**config.mk**
```make
export PLATFORM = sky130hd
export DESIGN_NAME = sevenseg_scan_decoder
export DESIGN_NICKNAME = d
export VERILOG_FILES = /design/src/rtl/sevenseg_scan_decoder.sv
export SDC_FILE = /design/constraint.sdc
export NUM_CORES = 1
export LEC_CHECK = 0
export CORE_ASPECT_RATIO = 1.25
export CORE_MARGIN = 2
export CORE_UTILIZATION = 60
export CTS_BUF_LIST = sky130_fd_sc_hd__clkbuf_4
export DETAILED_ROUTE_END_ITERATION = 7
export GPL_TIMING_DRIVEN = 0
export PLACE_DENSITY = 0.84
export SYNTH_ARGS = -nofsm -noshare
export SYNTH_HDL_FRONTEND = slang
export SYNTH_SLANG_ARGS = --single-unit
```
**constraint.sdc**
```tcl
create_clock -name clk -period 6.3 [get_ports clk]
set_input_delay 1.26 -clock clk [delete_from_list [all_inputs] [get_ports clk]]
set_output_delay 1.26 -clock clk [all_outputs]
set_load 0.1 [all_outputs]
```
**src/rtl/sevenseg_scan_decoder.sv**
```systemverilog
// sevenseg_scan_decoder
//   Watches the active-low segment/anode bus of a multiplexed 4-digit
//   seven-segment driver and rebuilds the 16-bit hex value on display.
//   Each digit must hold a stable one-hot-low anode/segment pair for
//   SETTLE_CYCLES samples before it is captured. A frame completes when all
//   four digits have been captured. A timeout flags a driver that stopped
//   scanning.
//
// Ports
//   clk         system clock (same clock as the display driver)
//   rst_n       synchronous, active-low reset
//   seg[6:0]    segment lines, active-low, seg[0]=a .. seg[6]=g
//   an[3:0]     anode enables, active-low, an[0] = rightmost digit
//   value       last complete frame, value[4k+3:4k] = digit k
//   frame_valid one-cycle pulse when value/frame_err/blank_mask update
//   frame_err   last frame held at least one undecodable pattern
//   blank_mask  bit k set if digit k was blank in the last frame
//   digit_err   one-cycle pulse on capture of an undecodable pattern
//   timeout     no capture for TIMEOUT_CYCLES cycles
module sevenseg_scan_decoder #(
  parameter int SETTLE_CYCLES  = 4,
  parameter int TIMEOUT_CYCLES = 1048576,
  parameter int CNT_W          = 21
) (
  input  logic        clk,
  input  logic        rst_n,
  input  logic [6:0]  seg,
  input  logic [3:0]  an,
  output logic [15:0] value,
  output logic        frame_valid,
  output logic        frame_err,
  output logic [3:0]  blank_mask,
  output logic        digit_err,
  output logic        timeout
);

  typedef enum logic [1:0] {
    IDLE   = 2'd0,
    SETTLE = 2'd1,
    HOLD   = 2'd2
  } state_t;

  localparam logic [7:0]       SETTLE_N = 8'(SETTLE_CYCLES);
  localparam logic [CNT_W-1:0] TMO_N    = CNT_W'(TIMEOUT_CYCLES);
  localparam logic [CNT_W-1:0] TMO_ONE  = CNT_W'(1);

  // Segment pattern -> {err, blank, nibble}. Blank and error both store 0.
  function automatic logic [5:0] decode_seg(input logic [6:0] s);
    logic [5:0] r;
    case (s)
      7'b1000000: r = {2'b00, 4'h0};
      7'b1111001: r = {2'b00, 4'h1};
      7'b0100100: r = {2'b00, 4'h2};
      7'b0110000: r = {2'b00, 4'h3};
      7'b0011001: r = {2'b00, 4'h4};
      7'b0010010: r = {2'b00, 4'h5};
      7'b0000010: r = {2'b00, 4'h6};
      7'b1111000: r = {2'b00, 4'h7};
      7'b0000000: r = {2'b00, 4'h8};
      7'b0010000: r = {2'b00, 4'h9};
      7'b0001000: r = {2'b00, 4'hA};
      7'b0000011: r = {2'b00, 4'hB};
      7'b1000110: r = {2'b00, 4'hC};
      7'b0100001: r = {2'b00, 4'hD};
      7'b0000110: r = {2'b00, 4'hE};
      7'b0001110: r = {2'b00, 4'hF};
      7'b1111111: r = {2'b01, 4'h0};
      default:    r = {2'b10, 4'h0};
    endcase
    return r;
  endfunction

  // Anode lines -> {one_hot_low, digit_index}.
  function automatic logic [2:0] decode_an(input logic [3:0] a);
    logic [2:0] r;
    case (a)
      4'b1110: r = 3'b100;
      4'b1101: r = 3'b101;
      4'b1011: r = 3'b110;
      4'b0111: r = 3'b111;
      default: r = 3'b000;
    endcase
    return r;
  endfunction

  logic [6:0]       seg_r, prev_seg_r;
  logic [3:0]       an_r, prev_an_r;
  state_t           state_r;
  logic [7:0]       stable_cnt_r;
  logic [3:0]       mask_r;
  logic [15:0]      shadow_val_r;
  logic [3:0]       shadow_blank_r;
  logic             shadow_err_r;
  logic [CNT_W-1:0] tmo_cnt_r;

  logic [2:0]       an_dec_s;
  logic             onehot_s;
  logic [1:0]       idx_s;
  logic             changed_s;
  logic [5:0]       dec_s;
  logic [7:0]       cnt_inc_s;
  logic             frame_done_s;
  logic [CNT_W-1:0] tmo_next_s;
  logic             tmo_hit_s;
  logic             capture_s;
  logic [3:0]       mask_base_s;
  logic             err_base_s;

  // Decisions derived from the sample register and the previous sample.
  always_comb begin
    an_dec_s     = decode_an(an_r);
    onehot_s     = an_dec_s[2];
    idx_s        = an_dec_s[1:0];
    changed_s    = ({an_r, seg_r} != {prev_an_r, prev_seg_r});
    dec_s        = decode_seg(seg_r);
    cnt_inc_s    = stable_cnt_r + 8'd1;
    frame_done_s = (mask_r == 4'b1111);
    // Completion empties the mask/error before this cycle's capture merges in,
    // so a capture coinciding with completion seeds the next frame.
    mask_base_s  = frame_done_s ? 4'b0000 : mask_r;
    err_base_s   = frame_done_s ? 1'b0 : shadow_err_r;
    tmo_next_s   = (tmo_cnt_r == TMO_N) ? TMO_N : (tmo_cnt_r + TMO_ONE);
    tmo_hit_s    = (tmo_next_s == TMO_N);
  end

  // Capture strobe: fires on the cycle the stable count reaches SETTLE_N.
  // A fresh one-hot sample counts as 1, so SETTLE_N==1 captures at once.
  always_comb begin
    capture_s = 1'b0;
    case (state_r)
      IDLE: begin
        if (onehot_s) capture_s = (SETTLE_N == 8'd1);
        else          capture_s = 1'b0;
      end
      SETTLE: begin
        if (changed_s) capture_s = onehot_s && (SETTLE_N == 8'd1);
        else           capture_s = onehot_s && (cnt_inc_s == SETTLE_N);
      end
      HOLD: begin
        if (changed_s) capture_s = onehot_s && (SETTLE_N == 8'd1);
        else           capture_s = 1'b0;
      end
      default: capture_s = 1'b0;
    endcase
  end

  // Dwell tracking FSM: IDLE (no single digit), SETTLE (counting), HOLD (captured).
  always_ff @(posedge clk) begin
    if (!rst_n) begin
      state_r      <= IDLE;
      stable_cnt_r <= 8'd0;
    end else begin
      case (state_r)
        IDLE: begin
          if (onehot_s) begin
            stable_cnt_r <= 8'd1;
            state_r      <= capture_s ? HOLD : SETTLE;
          end else begin
            stable_cnt_r <= 8'd0;
          end
        end
        SETTLE, HOLD: begin
          if (changed_s) begin
            if (onehot_s) begin
              stable_cnt_r <= 8'd1;
              state_r      <= capture_s ? HOLD : SETTLE;
            end else begin
              stable_cnt_r <= 8'd0;
              state_r      <= IDLE;
            end
          end else if (state_r == SETTLE) begin
            stable_cnt_r <= cnt_inc_s;
            if (capture_s) state_r <= HOLD;
          end
        end
        default: begin
          state_r      <= IDLE;
          stable_cnt_r <= 8'd0;
        end
      endcase
    end
  end

  // Input sampling, shadow capture, frame completion and timeout.
  always_ff @(posedge clk) begin
    if (!rst_n) begin
      seg_r          <= 7'd0;
      an_r           <= 4'd0;
      prev_seg_r     <= 7'd0;
      prev_an_r      <= 4'd0;
      mask_r         <= 4'd0;
      shadow_val_r   <= 16'd0;
      shadow_blank_r <= 4'd0;
      shadow_err_r   <= 1'b0;
      tmo_cnt_r      <= '0;
      value          <= 16'd0;
      frame_valid    <= 1'b0;
      frame_err      <= 1'b0;
      blank_mask     <= 4'd0;
      digit_err      <= 1'b0;
      timeout        <= 1'b0;
    end else begin
      seg_r      <= seg;
      an_r       <= an;
      prev_seg_r <= seg_r;
      prev_an_r  <= an_r;

      frame_valid <= frame_done_s;
      if (frame_done_s) begin
        value      <= shadow_val_r;
        blank_mask <= shadow_blank_r;
        frame_err  <= shadow_err_r;
      end

      digit_err <= capture_s && dec_s[5];

      if (capture_s) begin
        shadow_val_r[{idx_s, 2'b00} +: 4] <= dec_s[3:0];
        shadow_blank_r[idx_s]             <= dec_s[4];
        shadow_err_r                      <= err_base_s | dec_s[5];
        mask_r                            <= mask_base_s | (4'b0001 << idx_s);
        tmo_cnt_r                         <= '0;
        timeout                           <= 1'b0;
      end else begin
        shadow_err_r <= err_base_s;
        tmo_cnt_r    <= tmo_next_s;
        if (tmo_hit_s) begin
          // A stalled scan abandons the partial frame; value is kept.
          timeout <= 1'b1;
          mask_r  <= 4'b0000;
        end else begin
          mask_r  <= mask_base_s;
        end
      end
    end
  end

endmodule

```
# == Word level (Yosys, flattened, before mapping) ==
# Cells that the tools add are included.
# op_classes
n_shift,3
n_mux,25
bitwise_logic,3
eq_ne,30
reduce_logical,8
n_lt_le_gt_ge,2
multipliers,0
addsub,3
div,0
# ops
operator,n
$pmux 6 s17,1
$eq 21x21->1 const B,2
$eq 7x7->1 const B,5
$add 21x1->21 const B,1
$eq 7x5->1 const B,3
$eq 7x6->1 const B,3
$mux 21,1
$bwmux 16,1
$eq 4x4->1 const B,4
$mux 8,2
$pmux 8 s2,1
$shift 4x6->16 const A,1
$shiftx 4x6->16,1
$eq 7x2->1 const B,2
$eq 7x4->1 const B,2
$mux 2,6
$mux 4,3
$pmux 3 s4,1
$ne 11x11->1,1
$add 8x1->8 const B,1
$eq 8x3->1 const B,1
$eq 7x3->1 const B,1
$logic_not 7->1,1
$mux 1,6
other kinds (19),23
# totals
mem_count,0
input_bits,13
rom_bits,0
ff_bits,102
out_inout_bits,24
ramBits,0
latch_bits,0

# == Longest topological paths before layout ==
# logic_depth
ltp_word,9
ltp_mapped,10
depth_no_buf,9

# == Worst setup path before layout ==
# No wires, ideal clock.
# synth_path
path_type,register to register
from,register tmo_cnt_r[0]
to,register mask_r[0]
t_arrival_ps,2355
path_buffers,2
period_less_slack_ps,2485
t_required_ps,6170
setup_time_ps,130
stages_incl_launch_ff,11
slack_ps,3815
path_cell_list,dfxtp_1 -> ha_1 -> nand4_1 -> or2_0 -> clkbuf_2 -> or3_1 -> buf_2 -> nor4_2 -> nor2_1 -> nor4_4 -> o22ai_1
# synth_via
elab_chain_len,5
# synth_rtl
element,line_no,rtl
from (decl),94,logic [CNT_W-1:0] tmo_cnt_r;
from (signal assigned),226,tmo_cnt_r <= tmo_next_s;
$add 21x1->21 / $eq 21x21->1 (equally long branches),122,tmo_next_s = (tmo_cnt_r == TMO_N) ? TMO_N : (tmo_cnt_r + TMO_ONE);
$mux 21 (*),122,
$eq 21x21->1 (*),123,tmo_hit_s = (tmo_next_s == TMO_N);
$mux 4 (*),227,if (tmo_hit_s) begin
$mux 4 (*),217,if (capture_s) begin
to (signal assigned),221,mask_r <= mask_base_s | (4'b0001 << idx_s);
to (signal assigned),232,mask_r <= mask_base_s;
to (decl),90,logic [3:0] mask_r;
# Every way passes the cells marked *; elsewhere a longest branch is shown, timed or not.
# A chain may end at the register's enable or synchronous reset.

# == Worst setup path after layout ==
# layout_path
from,register timeout
to,output timeout
# layout_lines
element,line_no,rtl
from (decl),34,output logic timeout
from (signal assigned),201,timeout <= 1'b0;
from (signal assigned),223,timeout <= 1'b0;
from (signal assigned),229,timeout <= 1'b1;
# No word-level cell between the ends.

==> metrics.log <==
INFO  metric nNetsFinal = approximately 680
INFO  metric cts_setup_buffers = 0
INFO  metric rows = 37
INFO  metric final_layout_setup_total_negative_slack = 0 ns
INFO  metric worst_path_max_delay_cell = clkdlybuf4s50_1
INFO  metric synth_edf_count = 0
INFO  metric yosys_register_bits = between 100 and 150
INFO  metric start_kind = flip-flop
INFO  metric relSlewSlack = 31.4%
INFO  metric synth-async-reset-ratio = 0%
INFO  metric clock_tree.buffer_depth = 2
INFO  metric ant_nets = 0
INFO  metric synth.yosys.warnings = 0
INFO  metric synthCells = 607
INFO  metric final_period_minus_worst_setup_slack = 3.25 ns
INFO  metric critical-path-top-delay-family = buffers and inverters
INFO  metric clock-sinks = 102
INFO  metric drt_first_pass_iters = 5
INFO  metric post-route-drc-count = 0
INFO  metric timing.setup.critical_path_class = flip-flop to output pin
INFO  metric initial_core_util = 61.3%
INFO  metric timing_worst_slew_pin_value = 1.02 ns
INFO  metric end_kind = output pin
INFO  metric yosys_most_used_dff = dfxtp_1
INFO  metric timing.fmax = a little over 300 MHz
INFO  metric path_buf_inv = 1
INFO  metric synth-seq-area-share = 40.9%
INFO  metric endpoint_required_time_on_the_critical_path = between 5 and 6 ns
INFO  metric critical-path-max-stage-delay = 1.14 ns
INFO  metric layout.cells.non_filler = approximately 760
INFO  metric finalPower = ~1.1 mW
INFO  metric drt-vias-per-instance = approximately 5.8
INFO  metric postCtsResizedCells = 0
INFO  metric power_leakage = between 1.5 and 2 nW
INFO  metric final_max_slew_viol_count = 0
INFO  metric cts_htree_levels = 3
INFO  metric min_path_type = flip-flop to flip-flop
INFO  metric final.period_utilization = between 50% and 60%
INFO  metric report.final.setup_viol = 0
INFO  metric synth.distinct_cells = 64
INFO  metric cts_inserted_buffers = 9
INFO  metric globalRouteTotalUtil = 25.2%
INFO  metric hpwlAfterDp = about 8000 microns
INFO  metric use_met1 = between 30% and 40%
INFO  metric minimum_setup_slack_in_the_final_design = between 3 and 4 ns
INFO  metric outcome = finished clean
INFO  metric drt-initial-drc-count = 176
INFO  metric floorplan.die_area = around 9100 sq um
INFO  metric timing.critical_path.cells = clkdlybuf4s50_1
INFO  metric grt_start_max_net_pins = 21
INFO  metric antennaDiodeCount = 0
INFO  metric final_estimated_routing_congestion_in_global_placement = ~0.94
INFO  metric maximum_capacitance_violations = 0
INFO  metric design.core.area = ~8100 sq um
INFO  metric netlist_area = ~5000 sq um
INFO  metric port_buffers = 36
INFO  metric fin_skew = approximately 0.027 ns
INFO  metric overflow = 0
INFO  metric cts.reportedPaths.clkPinSlew = 0.18 ns
INFO  metric maximum_vdd_ir_drop = 0.000121 V
INFO  metric globalRouteMet3Util = under 10%
INFO  metric vias = ~4,300
INFO  metric detail_route.wirelength = 10,800 microns
INFO  metric drt-wirelength-per-cell = between 10 and 15 microns
INFO  metric postSynthAreaPerCell = between 8 and 9 sq um
INFO  metric dp.cells = 740
INFO  metric grtUsageMet2 = between 40% and 50%
INFO  metric postSynthNetCount = ~640
INFO  metric unrepaired_setup_endpoints_after_global_routing = no
INFO  metric crit_arrival = 1.99 ns
INFO  metric layout_common_cells = dfxtp_1 (102), nand2_1 (93), nor2_1 (54), nand3_1 (49), clkdlybuf4s50_1 (36)
INFO  metric insertion_delay = between 0.4 and 0.5 ns
INFO  metric cts_hold_repair.buffers = 0
INFO  metric dieHeight = 106 microns
INFO  metric initial_antenna_violation_count = 0
INFO  metric final_common_cell = dfxtp_1
INFO  metric powerDensity = between 150 and 200 nW/um^2
INFO  metric floorplan.io_pins = 37
INFO  metric die_w = approximately 86 microns
INFO  metric area_growth_syn_to_layout = 12.4%
INFO  metric finalInstanceArea = between 5000 and 6000 sq um
INFO  metric total_count_of_hold_check_failures_in_the_final_report = 0
INFO  metric detailedPlace.worstSlack = between 3 and 4 ns
INFO  metric grt_pass1_vias = roughly 4,200
INFO  metric placement.cell_area = around 5500 sq um
INFO  metric grt_first_pass_wirelength = about 19,000 microns
INFO  metric cts_tree = built
INFO  metric cts_root_buf = clkbuf_4
INFO  metric busiest_layer = met2
INFO  metric drive_gt1_share = 5.61%
INFO  metric crit_fanout = 2
## metrics by stage
stage	hold slack, ns	utilization [%]
floorplan	0.441	-
global placement	0.451	67.2
detailed placement	0.459	67.2
CTS	0.467	68.9
global route	0.503	68.9
finish	0.477	68.9
## path summary, 6_finish.rpt
check | cells after the start | endpoint | startpoint | slack, ns
worst max register to register | 10 | mask_r[1]$_SDFF_PN0_ | tmo_cnt_r[0]$_SDFF_PP0_ | 3.44
worst min-delay path | 2 | value[15]$_SDFFE_PN0P_ | value[15]$_SDFFE_PN0P_ | 0.48
worst max-delay path | 1 | timeout | timeout$_SDFFE_PP0N_ | 3.05
worst min register to register | 2 | value[15]$_SDFFE_PN0P_ | value[15]$_SDFFE_PN0P_ | 0.48
## cell families after synthesis
group | Yosys count | synth area share (%)
AND/OR/NAND/NOR | 300 | 30.4
flip-flops | 102 | 40.9
AO/OA/AOI/OAI | 99 | 13.1
buffers and inverters | 48 | 4.26
XOR/XNOR | 38 | 6.66
adder cells (fa/ha/maj) | 15 | 3.76
multiplexers | 5 | 1.03
## power breakdown
part	switching (mW)	internal (mW)	leakage, nW
clock network	0.242	0.0933	0.0762
logic	0.0467	0.0350	1.05
registers	0.00677	0.654	0.827
total	0.295	0.783	1.95
## cell usage after synthesis, drive strengths merged, types with 3 or more instances
library cell / instances / area, sq um
a21boi: 26 / 195
a21oi: 7 / 35.0
a22oi: 3 / 22.5
a31oi: 5 / 31.3
and2: 27 / 169
and3: 5 / 32.5
and4: 5 / 45.0
buf: 5 / 28.8
clkbuf: 32 / 143
dfxtp: 102 / 2040
ha: 15 / 188
inv: 11 / 41.3
mux2i: 4 / 40.0
nand2: 93 / 349
nand2b: 3 / 18.8
nand3: 50 / 263
nand4: 11 / 68.8
nor2: 54 / 203
nor2b: 4 / 25.0
nor3: 16 / 80.1
nor4: 5 / 52.6
nor4b: 4 / 35.0
o21ai: 30 / 150
o22ai: 7 / 43.8
o31ai: 3 / 22.5
or2: 4 / 25.0
or3: 7 / 45.1
xnor2: 24 / 210
xor2: 14 / 123
## final cells by class
class | instances | area (sq um)
Clock inverter | 7 | 71.3
Clock buffer | 9 | 67.6
Timing Repair Buffer | 36 | 360
Fill cell | 684 | 2530
Buffer | 37 | 171
Inverter | 11 | 41.3
Tap cell | 97 | 121
Multi-Input combinational cell | 457 | 2740
Sequential cell | 102 | 2040
## state kept, by name (all words and copies together), names as in the netlist
name and cells:
value 16, state_r 2, blank_mask 4, seg_r 7, frame_err 1, stable_cnt_r 8, shadow_val_r 16, an_r 4
digit_err 1, frame_valid 1, prev_an_r 4, shadow_err_r 1, mask_r 4, shadow_blank_r 4, timeout 1, prev_seg_r 7
tmo_cnt_r 21
## worst min-delay path, stage by stage, from the launching register on
cell	delay, ns
dfxtp_1	0.35
nand2_1	0.04
a21boi_0	0.06
## metal layers
metal  up-vias  wire, microns
met5         -              0
met4         0            260
met3        22            381
met2       107           5420
met1      2037           4710
li1       2183              -
Note: power is estimated with default switching activity, not from simulation.
==> variant 1: new RTL, same flow settings <==
Add an input register stage for `seg` and `an`; this delays them by one clock. Comments in the files are not updated.
--- a/src/rtl/sevenseg_scan_decoder.sv
+++ b/src/rtl/sevenseg_scan_decoder.sv
@@ -44,6 +44,14 @@
   localparam logic [CNT_W-1:0] TMO_N    = CNT_W'(TIMEOUT_CYCLES);
   localparam logic [CNT_W-1:0] TMO_ONE  = CNT_W'(1);
 
+  logic [6:0] seg_q;
+  logic [3:0] an_q;
+
+  always_ff @(posedge clk) begin
+    seg_q <= seg;
+    an_q  <= an;
+  end
+
   // Segment pattern -> {err, blank, nibble}. Blank and error both store 0.
   function automatic logic [5:0] decode_seg(input logic [6:0] s);
     logic [5:0] r;
@@ -200,8 +208,8 @@
       digit_err      <= 1'b0;
       timeout        <= 1'b0;
     end else begin
-      seg_r      <= seg;
-      an_r       <= an;
+      seg_r      <= seg_q;
+      an_r       <= an_q;
       prev_seg_r <= seg_r;
       prev_an_r  <= an_r;
 
Check against the original RTL: not equivalent (a bounded check fails within 10 cycles, from zero or initial values and one cycle with rst_n low).
==> variant 1 against the original RTL <==
- power up 28%
- routed wire length down 0.84%
- design area up 7.8%
- sequential cell count up 11
- sequential power up 11%
- count of clock-buffer cells in the layout up 8
- setup slack worse by 0.074 ns
- area after synthesis up 5.0%
==> variant 1: results (changes against the original RTL) <==
Layout
  • Largest registers: tmo_cnt_r (21), shadow_val_r (16), value (16)
  • Fillers: 687 (+0.44%)
  • Fin nets: 679 (-0.44%)
  • Diode count: 0 (unchanged)
  • Layout cells sized above 1: 0.0902 (+0.0341)

Logic synthesis
  • Register area share after synthesis: 0.431 (+0.0225)
  • Synth async-reset ratio: 0 (unchanged)
  • Top post-synthesis cells by count: dfxtp_1, nand2_1, nor2_1
  • Syn nets: 624 (-1.7%)
  • Library cells used by synthesis: 65 (+1.6%)
  • Main area contributors after synthesis: dfxtp_1, nand2_1, a21boi_0
  • Yosys warnings: 0 (unchanged)

Clocking
  • CTS H-tree depth: 4 (+1)
  • CTS resizes: 0 (unchanged)
  • CTS root buffer: clkbuf_4
  • Clk slew on worst S/H paths: 0.12 ns (-0.06 ns)
  • CTS max path bufs: 2 (unchanged)
  • Insertion delay to the later sink of the worst-skew pair: 0.55 ns (+0.09 ns)
  • Number of setup buffers added after CTS: 0 (unchanged)
  • CTS Buf Count: 17 (+8)

STA
  • Worst-Margin Slew: 0.992 ns (-0.0247 ns)
  • Layout Skew: 0.0211 ns (-0.00547 ns)

Detailed routing
  • Vias: 4373 (+0.55%)
  • Initial DRC Count: 280 (+59%)
  • Post-DR wirelength/cell: 13.6 microns (-4.5%)
  • DR pass1 iterations: 4 (-1)

Placement
  • Port-buffer cells: 36 (unchanged)
  • DP Wirelength: 7670 microns (-3.8%)
  • Gpl congestion: 0.916 (-2.2%)
  • Pre-CTS WS: 3.37 ns (+0.0763 ns)

Worst setup path
  • Max stage delay cell, worst path: clkdlybuf4s50_1
  • CP peak stage delay: around 1.2 ns
  • CP max FO: 2 (unchanged)
  • Worst EP arrival: 2.06 ns (+0.07 ns)
  • Top delay family on crit path: buffers and inverters

Global route
  • Number of global-route vias before repair: 4034 (-3.6%)
  • Initial antenna violation count: 0 (unchanged)
  • Overall Global Routing Usage: 0.243 (-0.00842)
  • Global-route wire length before repair: 18300 microns (-2.8%)
  • Largest net degree at the start of global routing: 17 (-19%)

Hold path
  • HP Class: register to register

Status
  • Status: finished clean

Pwr
  • Worst vdd ir: 0.190 mV (+57%)
  • Pleak: 2.26 nW (+16%)
[variant 1: cell count changes after synthesis, moves of 8 or more]
cell | before | now
a21boi_1 | 0 | 12
nor2_1 | 54 | 42
o21ai_1 | 0 | 13
clkbuf_1 | 28 | 20
nand3_1 | 49 | 40
dfxtp_1 | 102 | 113
o21ai_0 | 30 | 14
[variant 1: stage by stage]
step                      instance area (sq um)  std cells  hold slack, ns
after floorplan                            5250        597           0.412
after global placement                     5760        753           0.415
after global routing                       6050        785           0.461
after CTS                                  6050        785           0.454
after detailed placement                   5760        753           0.420
final                                      6050        785           0.448
[variant 1: worst paths after layout]
kind	depth (start not counted)	to	start	slack, ns
min reg2reg	1	seg_r[3]$_SDFF_PN0_	seg_q[3]$_DFF_P_	0.45
max	1	value[10]	value[10]$_SDFFE_PN0P_	2.98
max reg2reg	9	mask_r[0]$_SDFF_PN0_	tmo_cnt_r[0]$_SDFF_PP0_	3.32
min	1	seg_r[3]$_SDFF_PN0_	seg_q[3]$_DFF_P_	0.45
[variant 1: where the power goes]
group / leakage (nW) / total (mW) / internal [mW] / switching [mW]
clock network: 0.160 / 0.558 / 0.246 / 0.311
logic: 1.18 / 0.0825 / 0.0359 / 0.0466
registers: 0.920 / 0.736 / 0.726 / 0.00958
[variant 1: per-layer routing]
layer | global-route usage | part of all wire | vias up
met2 | 0.407 | 0.51 | 109
met5 | 0 | 0 | -
met1 | 0.296 | 0.43 | 2059
met3 | 0.0527 | 0.039 | 23
li1 | - | - | 2182
met4 | 0.110 | 0.023 | 0
[variant 1: area by class of cell]
| class | instances | area (sq um) | share of cell area |
|---|---|---|---|
| buffer | 32 | 195 | 0.0322 |
| clock buffer | 17 | 128 | 0.0211 |
| clock inverter | 15 | 171 | 0.0283 |
| inverter | 13 | 48.8 | 0.00806 |
| multi-input combinational | 439 | 2740 | 0.452 |
| sequential | 113 | 2260 | 0.374 |
| tap | 120 | 150 | 0.0248 |
| timing repair buffer | 36 | 360 | 0.0595 |
[variant 1: kinds of logic (layout without fill, tap and decap cells)]
kind of cell,Yosys count,after routing,share of synthesized area
and+or+nand+nor,279,279,0.278
DFF,113,113,0.431
xor gates and xnor gates,39,39,0.0651
adders and majority gates,14,14,0.0334
buffers and inverters,45,113,0.0465
AOI/OAI and AO/OA,106,106,0.143
muxes,1,1,0.00215
==> variant 2: new RTL, same settings <==
Made on the original files. `CNT_W`: 21 -> 29.
--- a/src/rtl/sevenseg_scan_decoder.sv
+++ b/src/rtl/sevenseg_scan_decoder.sv
@@ -20,7 +20,7 @@
 module sevenseg_scan_decoder #(
   parameter int SETTLE_CYCLES  = 4,
   parameter int TIMEOUT_CYCLES = 1048576,
-  parameter int CNT_W          = 21
+  parameter int CNT_W          = 29
 ) (
   input  logic        clk,
   input  logic        rst_n,
Function: same outputs for any inputs over 10 cycles, from zero or initial values and one cycle with rst_n low; that may be too few to reach the edited logic, so the function may still have changed.
==> variant 2 against the original RTL <==
- setup slack gained 0.00065 ns
- area after synthesis grew 8.1%
- count of clock-buffer cells in the layout is the same
- design area grew 7.2%
- power grew 2.7%
- sequential cell count grew 8
- fmax is essentially flat
- critical endpoint is now blank_mask[3]
- routed wire length grew 9.5%
- highest routed layer unchanged
==> variant 2: results (changes against the original RTL) <==
STA
  • Fin Hold WS: 0.463 ns (-0.0132 ns)
  • Layout Skew: 0.0153 ns (-0.0112 ns)
  • Worst rel slew slack: 0.328 (+0.0141)

Pwr
  • Worst vdd ir: 0.154 mV (+27%)
  • Pleak: 2.26 nW (+16%)
  • Net Sw Power: 286 uW (-3.2%)

Global route
  • Largest net degree at the start of global routing: 18 (-14%)
  • Initial antenna violation count: 1 (+1)
  • M3 GR Usage: 0.0551 (+0.0178)
  • Met2 capacity usage during global routing: 0.456 (+0.0160)
  • Grt peak-use layer: met2
  • Global-route wire length before repair: 19600 microns (+4.4%)
  • Number of global-route vias before repair: 4374 (+4.5%)
  • Overall Global Routing Usage: 0.256 (+0.00415)
  • Met1 usage in global routing: 0.284 (-0.0249)

Status
  • Status: finished clean

Logic synthesis
  • Yosys top cell area share: 0.408 (-0.00103)
  • Synth async-reset ratio: 0 (unchanged)
  • Top post-synthesis cells by count: dfxtp_1, nand2_1, a21oi_1
  • Syn_area_per_cell: 8.42 sq um (+2.4%)
  • Syn nets: 669 (+5.4%)
  • Register area share after synthesis: 0.408 (-0.00103)
  • Main area contributors after synthesis: dfxtp_1, nand2_1, a21oi_1
  • Library cells used by synthesis: 60 (-6.3%)

Worst setup path
  • Worst r2r src: seg_r[3]$_SDFF_PN0_
  • Max stage delay cell, worst path: clkdlybuf4s50_1
  • Cells on worst reg2reg path: 9 (-1)
  • Worst reg-to-reg setup slack: 3.28 ns (-0.16 ns)
  • R2R Path End: tmo_cnt_r[16]$_SDFF_PP0_
  • CP max FO: 2 (unchanged)
  • CP peak stage delay: 1.16 ns (+0.02 ns)
  • Top delay family on crit path: buffers and inverters

Detailed routing
  • Via-per-instance ratio: 5.69 (-1.1%)
  • Initial DRC Count: 320 (+82%)
  • DR pass1 iterations: 5 (unchanged)
  • Post-DR wirelength/cell: 14.5 microns (+1.7%)

Clocking
  • CTS H-tree depth: 3 (unchanged)
  • CTS Buf Count: 9 (unchanged)
  • Insertion delay to the later sink of the worst-skew pair: 0.48 ns (+0.02 ns)
  • Number of setup buffers added after CTS: 0 (unchanged)
  • CTS max path bufs: 2 (unchanged)
  • CTS resizes: 0 (unchanged)
  • CTS root buffer: clkbuf_4
  • Clk slew on worst S/H paths: 0.15 ns (-0.03 ns)

Layout
  • Final non-filler cell total: 814 (+7.7%)
  • Largest registers: tmo_cnt_r (29), shadow_val_r (16), value (16)
  • Layout cells sized above 1: 0.0678 (+0.0117)
  • Fin nets: 716 (+5.0%)
  • Fillers: 732 (+7.0%)

Placement
  • Port-buffer cells: 36 (unchanged)
  • Placed Cells: 797 (+7.7%)
  • DP Wirelength: 8850 microns (+11%)
  • Gpl congestion: 0.950 (+1.4%)

Hold path
  • HP Class: register to register
  • Hold Path End: value[11]$_SDFFE_PN0P_
  • Worst Hold Launch: shadow_val_r[11]$_SDFFE_PN0P_
variant 2: changes by cell type in the layout (fill, tap and decap cells not counted), sizes merged, moves of 8 or more:
cell	unedited run	this run
a21boi	26	0
or3	7	18
and3	5	17
nand2	93	107
o21ai	30	15
nand3	50	22
clkbuf	41	27
dfxtp	102	110
xor2	14	29
a21oi	7	54
variant 2: layout make-up:
class	count	area (sq um)	share of cell area
multi-input combinational	486	3000	0.499
sequential	110	2200	0.366
timing repair buffer	36	360	0.0598
tap	120	150	0.0249
buffer	29	134	0.0222
clock buffer	9	67.6	0.0112
inverter	16	60.1	0.00997
clock inverter	7	41.3	0.00686
antenna	1	2.50	0.000416
variant 2: how the worst max path moves through the flow:
stage	from	to	slack, ns	cells after the start
2_1_floorplan	tmo_cnt_r[0]$_SDFF_PP0_	mask_r[2]$_SDFF_PN0_	3.88	8
3_3_place_gp	rst_n	tmo_cnt_r[12]$_SDFF_PP0_	3.27	6
3_5_place_dp	rst_n	tmo_cnt_r[16]$_SDFF_PP0_	3.27	5
4_1_cts	blank_mask[3]$_SDFFE_PN0P_	blank_mask[3]	3.01	1
5_1_grt	blank_mask[3]$_SDFFE_PN0P_	blank_mask[3]	2.98	1
6_report	blank_mask[3]$_SDFFE_PN0P_	blank_mask[3]	3.05	1
variant 2: power groups by stage:
stage | clock network (mW) | registers (mW) | logic [mW]
3_3_place_gp | 0 | 0.730 | 0.0874
2_1_floorplan | 0 | 0.729 | 0.0645
3_5_place_dp | 0 | 0.731 | 0.0905
4_1_cts | 0.307 | 0.716 | 0.0911
5_1_grt | 0.333 | 0.718 | 0.102
6_report | 0.300 | 0.716 | 0.0916
variant 2: stage by stage:
stage               setup slack, ns  power [mW]   util  instance area [sq um]
floorplan                      3.88       0.793      -                   5400
global placement               3.27       0.817  0.679                   5910
detailed placement             3.27       0.822  0.679                   5910
CTS                            3.01        1.11  0.692                   6020
global route                   2.98        1.15  0.692                   6020
finish                         3.05        1.11  0.692                   6020
variant 2: logic make-up after synthesis:
| kind of cell | synth area share |
|---|---|
| fa+ha+maj | 0.0348 |
| xor+xnor | 0.0827 |
| buf+inv | 0.0359 |
| simple gates | 0.314 |
| mux | 0.00371 |
| compound gates | 0.121 |
| flops | 0.408 |
variant 2: per-layer routing:
metal  vias up  wire length [microns]
met2       137                   6030
li1       2316                      -
met3        40                    507
met1      2136                   4870
met5         -                      0
met4         0                    384
